File: config.mk
export PLATFORM = sky130hd
export DESIGN_NAME = uart_tx_frame
export DESIGN_NICKNAME = d
export VERILOG_FILES = /design/src/rtl/uart_tx_frame.sv
export SDC_FILE = /design/constraint.sdc
export NUM_CORES = 1
export LEC_CHECK = 0
export CELL_PAD_IN_SITES_DETAIL_PLACEMENT = 0
export CELL_PAD_IN_SITES_GLOBAL_PLACEMENT = 1
export CORE_UTILIZATION = 42
export DETAILED_ROUTE_END_ITERATION = 8
export PLACE_DENSITY = 0.85
export SLEW_MARGIN = 5
export SYNTH_ARGS = -nofsm -noshare
export SYNTH_HDL_FRONTEND = slang
export SYNTH_SLANG_ARGS = --single-unit
File: constraint.sdc
create_clock -name clk -period 2.4 [get_ports clk]
set_input_delay 0.24 -clock clk [delete_from_list [all_inputs] [get_ports clk]]
set_output_delay 0.24 -clock clk [all_outputs]
set_load 0.02 [all_outputs]
File: src/rtl/uart_tx_frame.sv
// uart_tx_frame: UART transmitter with valid/ready input; optional parity bit enabled by UART_TX_PARITY_EN
module uart_tx_frame #(
   parameter int CLKS_PER_BIT = 868,
   parameter int DATA_BITS    = 8,
   parameter int STOP_BITS    = 1,
   parameter int MSB_FIRST    = 0,
   parameter int PARITY_ODD   = 0
) (
   input  logic                 clk,
   input  logic                 rst,
   input  logic [DATA_BITS-1:0] tx_data_i,
   input  logic                 tx_valid_i,
   output logic                 tx_ready_o,
   output logic                 serial_tx_o,
   output logic                 busy_o
);
   localparam int CW = (CLKS_PER_BIT > 2) ? $clog2(CLKS_PER_BIT) : 1;
   localparam int BW = 4;

   if (CLKS_PER_BIT < 2) begin : g_chk_cpb
      $error("uart_tx_frame: CLKS_PER_BIT must be >= 2");
   end
   if (DATA_BITS < 5 || DATA_BITS > 9) begin : g_chk_db
      $error("uart_tx_frame: DATA_BITS must be 5..9");
   end
   if (STOP_BITS < 1 || STOP_BITS > 2) begin : g_chk_sb
      $error("uart_tx_frame: STOP_BITS must be 1 or 2");
   end
   if (MSB_FIRST < 0 || MSB_FIRST > 1) begin : g_chk_msb
      $error("uart_tx_frame: MSB_FIRST must be 0 or 1");
   end
   if (PARITY_ODD < 0 || PARITY_ODD > 1) begin : g_chk_par
      $error("uart_tx_frame: PARITY_ODD must be 0 or 1");
   end

   typedef enum logic [2:0] {IDLE, START, DATA, PARITY, STOP} state_t;

   state_t               state_q, state_d;
   logic [CW-1:0]        cnt_q, cnt_d;
   logic [BW-1:0]        bit_q, bit_d;
   logic [DATA_BITS-1:0] shift_q, shift_d;
   logic                 serial_q, serial_d;
   logic                 rst_q;
   logic                 data_bit;
   logic                 tc, last_data, last_stop, accept;
`ifdef UART_TX_PARITY_EN
   logic                 par_q, par_d;
`endif

   assign tc        = cnt_q == CW'(CLKS_PER_BIT - 1);
   assign last_data = bit_q == BW'(DATA_BITS - 1);
   assign last_stop = bit_q == BW'(STOP_BITS - 1);
   assign accept    = tx_valid_i && tx_ready_o;

   // State, counters and line register; rst_q keeps tx_ready low on the release cycle
   always_ff @(posedge clk) begin
      rst_q <= rst;
      if (rst) begin
         state_q  <= IDLE;
         cnt_q    <= '0;
         bit_q    <= '0;
         shift_q  <= '0;
         serial_q <= 1'b1;
`ifdef UART_TX_PARITY_EN
         par_q    <= 1'b0;
`endif
      end else begin
         state_q  <= state_d;
         cnt_q    <= cnt_d;
         bit_q    <= bit_d;
         shift_q  <= shift_d;
         serial_q <= serial_d;
`ifdef UART_TX_PARITY_EN
         par_q    <= par_d;
`endif
      end
   end

   // Next state: advance on baud terminal count, re-enter START directly on a back-to-back accept
   always_comb begin
      state_d = state_q;
      case (state_q)
         IDLE:    if (accept) state_d = START;
         START:   if (tc) state_d = DATA;
`ifdef UART_TX_PARITY_EN
         DATA:    if (tc && last_data) state_d = PARITY;
         PARITY:  if (tc) state_d = STOP;
`else
         DATA:    if (tc && last_data) state_d = STOP;
`endif
         STOP:    if (tc && last_stop) state_d = accept ? START : IDLE;
         default: state_d = IDLE;
      endcase
      cnt_d   = (state_q == IDLE || tc) ? '0 : cnt_q + CW'(1);
      bit_d   = !tc ? bit_q :
                ((state_q == DATA && !last_data) || (state_q == STOP && !last_stop)) ? bit_q + BW'(1) : '0;
      shift_d = accept ? tx_data_i :
                (state_q == DATA && tc) ? ((MSB_FIRST != 0) ? shift_q << 1 : shift_q >> 1) : shift_q;
`ifdef UART_TX_PARITY_EN
      par_d   = accept ? ((^tx_data_i) ^ (PARITY_ODD != 0)) : par_q;
`endif
   end

   // Outputs: next line level from next state so the start bit appears on the accept edge
   always_comb begin
      tx_ready_o = !rst && !rst_q && (state_q == IDLE || (state_q == STOP && tc && last_stop));
      busy_o     = state_q != IDLE;
      data_bit   = (MSB_FIRST != 0) ? shift_d[DATA_BITS-1] : shift_d[0];
`ifdef UART_TX_PARITY_EN
      serial_d   = (state_d == START) ? 1'b0 : (state_d == DATA) ? data_bit :
                   (state_d == PARITY) ? par_d : 1'b1;
`else
      serial_d   = (state_d == START) ? 1'b0 : (state_d == DATA) ? data_bit : 1'b1;
`endif
   end

   assign serial_tx_o = serial_q;
endmodule

==> impl_metrics.csv <==
group,metric,value,unit
timing,tns,0,ns
timing,hold_violations,0,
route,drt_pre_antenna_iters,4,
setup_path,crit_family,"simple AND/OR/NAND/NOR gates",
global_routing,grt_usage,18.9,%
power_and_ir_drop,swShare,23.0,%
clock_tree,cts_buffers,3,
clock_tree,cts_setup_buffers,0,
yosys,async_flop_share,0,%
placed_design,io_buffers,13,
layout,drive_above_1_share,9.25,%
clock_tree,cts_tree,"built",
clock_tree,hold_buffers,0,
setup_path,critical_path_buf_inv_count,2,
floorplanning,die_x,59.5,um
setup_path,startpoint_type,"flip-flop",
status,status,"finished, final reports clean",
clock_tree,path_clk_slew,0.14,ns
layout,fin_nets,188,
placed_design,dp_hpwl,2.10,mm
power_and_ir_drop,seq_power_share,64.6,%
route,vias_per_cell,5.50,
timing,fmax,457,MHz
yosys,yosysSeqAreaShare,38.9,%
clock_tree,ctsHtreeMaxLevel,1,
timing,timing.final.crit_share,91.3,%
yosys,ys_types,45,
route,antenna_left,0,
power_and_ir_drop,power_density,455,mW/mm2
power_and_ir_drop,p_leak,0.000496,uW
clock_tree,clkSinkCount,27,
floorplanning,initial_utilization,44.8,%
floorplanning,die_area,0.00354,mm2
route,drt-total-wl,2.97,mm
yosys,synth_flop_cell,"dfxtp_1",
timing,finalSetupViolCount,0,
power_and_ir_drop,comb_power_share,8.4,%
global_routing,grt_pass1_vias,1113,
hold_path,min_path_type,"reg2reg",
layout,n_antenna_cell,0,
setup_path,cp_num_cells,6,
floorplanning,coreArea,0.00310,mm2
route,drt-wirelength-per-cell,13.7,um
yosys,synth-seq-cells,27,
setup_path,crit_type,"reg2out",
clock_tree,cts_root_buf,"clkbuf_4",
floorplanning,pin_count,14,
route,drc,0,
yosys,synth-edff-count,0,
timing,slew_headroom,66.8,%
global_routing,grt_remaining_overflow,0,
layout,final_cell_area,0.00159,mm2
setup_path,crit_fanout,4,
yosys,syn-num-nets,173,
global_routing,grt_start_max_net_pins,20,
setup_path,rr_worst_depth,6,
route,routed-via-count,1194,
setup_path,cp_cell_sequence,"inv_1 -> ha_1 -> or3b_4 -> o41ai_4 -> and2_1 -> clkbuf_2",
layout,finish.utilization,51.2,%
placed_design,gp_congestion,0.773,
job,max_cap_violations,0,
global_routing,antenna_found_initial,0,
timing,drv_slew,0,
power_and_ir_drop,internal_power,555,uW
clock_tree,clkLatencyLatePin,0.32,ns
yosys,postSynthAreaPerCell,8.73,um2
floorplanning,die_h,59.5,um
hold_path,hold_depth,1,
timing,skew,0.00242,ns
clock_tree,clk_path_buf_depth,2,
setup_path,critPathMaxStageDelay,0.40,ns
power_and_ir_drop,power_frac_clock,27.1,%
power_and_ir_drop,p_switching,166,uW
timing,max_slew.worst_pin.slew,0.495,ns
yosys,synth_cells,159,
setup_path,crit_arrival,1.95,ns
setup_path,end_kind,"output pin",
placed_design,place_area,0.00157,mm2
route,drtIter0Drc,67,
global_routing,grt_pass1_wl,5.07,mm
setup_path,critPathSlowestCell,"or3b_4",
timing,fin_crit,2.19,ns
floorplanning,fp-row-count,20,
yosys,synth_area,0.00139,mm2
layout,area_delta_synth_final,14.3,%
yosys,yosysWarnings,0,
timing,grt_setup_unrepaired,"false",
power_and_ir_drop,peakVddDrop,0.342,mV
setup_path,worstPathRequired,2.16,ns
[per-stage QoR]
step           std cells  setup WS, ns  power, uW  hold WS [ns]
2_1_floorplan        159         0.533        504         0.268
3_3_place_gp         213         0.174        536         0.444
3_5_place_dp         213         0.155        537         0.462
4_1_cts              217        0.0426        732         0.489
5_1_grt              217        0.0970        755         0.493
6_report             217         0.210        722         0.484
[synthesized netlist by cell type, drive strengths merged, types with 2 or more instances]
library cell | number | area share (%)
a31oi | 2 | 0.90
o211ai | 2 | 1.1
clkbuf | 3 | 0.81
a21oi | 3 | 1.1
nand3b | 2 | 1.1
o32ai | 2 | 1.3
or3 | 2 | 0.99
ha | 3 | 2.7
xor2 | 4 | 2.5
dfxtp | 27 | 39
or3b | 2 | 1.4
nand2 | 20 | 5.6
nand4 | 8 | 3.6
nor4 | 2 | 0.90
inv | 6 | 1.6
nor3 | 12 | 4.7
nor3b | 3 | 1.6
buf | 4 | 1.9
and2 | 2 | 0.90
nand2b | 2 | 0.90
nor2 | 13 | 3.5
xnor2 | 4 | 2.5
nor2b | 2 | 0.90
a311oi | 7 | 4.4
nand3 | 8 | 3.2
[cell usage in the layout (no fill, tap or decap), types with 2 or more instances in the layout]
| cell type | netlist | final |
|---|---|---|
| o211ai_1 | 2 | 2 |
| nor2b_1 | 2 | 2 |
| nand2_1 | 19 | 19 |
| inv_1 | 6 | 6 |
| nand3b_1 | 2 | 2 |
| and2_1 | 2 | 2 |
| a21oi_1 | 3 | 3 |
| a31oi_1 | 2 | 2 |
| nor3b_1 | 3 | 3 |
| a311oi_1 | 7 | 7 |
| nand4_1 | 8 | 8 |
| xor2_1 | 4 | 4 |
| nand2b_1 | 2 | 2 |
| o32ai_1 | 2 | 2 |
| buf_4 | 0 | 4 |
| nand3_1 | 7 | 7 |
| nor4_1 | 2 | 2 |
| nor2_1 | 13 | 13 |
| ha_1 | 3 | 3 |
| nor3_1 | 11 | 11 |
| clkdlybuf4s50_1 | 0 | 12 |
| xnor2_1 | 4 | 4 |
| dfxtp_1 | 27 | 27 |
| clkbuf_4 | 0 | 3 |
[layout make-up]
class	count	area (um2)
multi-input cells	119	788
clock buffers	4	26.3
inverters	6	22.5
repair buffers	17	155
well taps	44	55.1
fillers	309	1520
flip-flops and latches	27	541
[logic make-up after synthesis]
group,count (synthesis),synth area share [%]
xor gates and xnor gates,8,5.04
buffers and inverters,13,4.32
AOI/OAI and AO/OA,24,15.7
and+or+nand+nor,84,33.3
DFF,27,38.9
adders and majority gates,3,2.70
[repair_timing]
action / in CTS / in global routing
resized for setup: 1 / 2
setup endpoints to repair: 1 / 1
hold endpoints to repair: 0 / 0
pin swaps: 0 / 0
[worst reg2reg max path, delay by kind of cell (launching register included)]
family,cells,cell delay [ns]
buf+inv,1,0.08
compound gates,3,0.98
simple gates,1,0.40
fa+ha+maj,1,0.14
flops,1,0.36
[metal layers]
metal	vias to the layer above	global-route usage, %	share of wire [%]
met3	2	4.59	3.2
met4	0	5.32	0.57
met2	14	31.0	50
met5	-	0	0
li1	615	-	-
met1	563	24.6	46
[sequential cells by signal (all words and copies together) (netlist names)]
signal / flops
bit_q: 4
shift_q: 8
state_q: 3
serial_tx_o: 1
cnt_q: 10
rst_q: 1
[path summary, 6_finish.rpt]
| path | start | endpoint | slack (ns) |
|---|---|---|---|
| worst min register to register | cnt_q[0] | cnt_q[0] | 0.48 |
| worst min-delay path | cnt_q[0] | cnt_q[0] | 0.48 |
| worst max register to register | bit_q[0] | serial_tx_o | 0.33 |
| worst max-delay path | bit_q[0] | tx_ready_o | 0.21 |
[power by group through the flow]
stage / Combinational [uW] / Sequential [uW] / Clock (uW)
6_report: 60.4 / 466 / 195
5_1_grt: 66.0 / 468 / 222
4_1_cts: 61.1 / 466 / 205
3_5_place_dp: 61.2 / 476 / 0
3_3_place_gp: 60.3 / 475 / 0
2_1_floorplan: 31.1 / 473 / 0
Note: power is estimated with default switching activity, not from simulation.
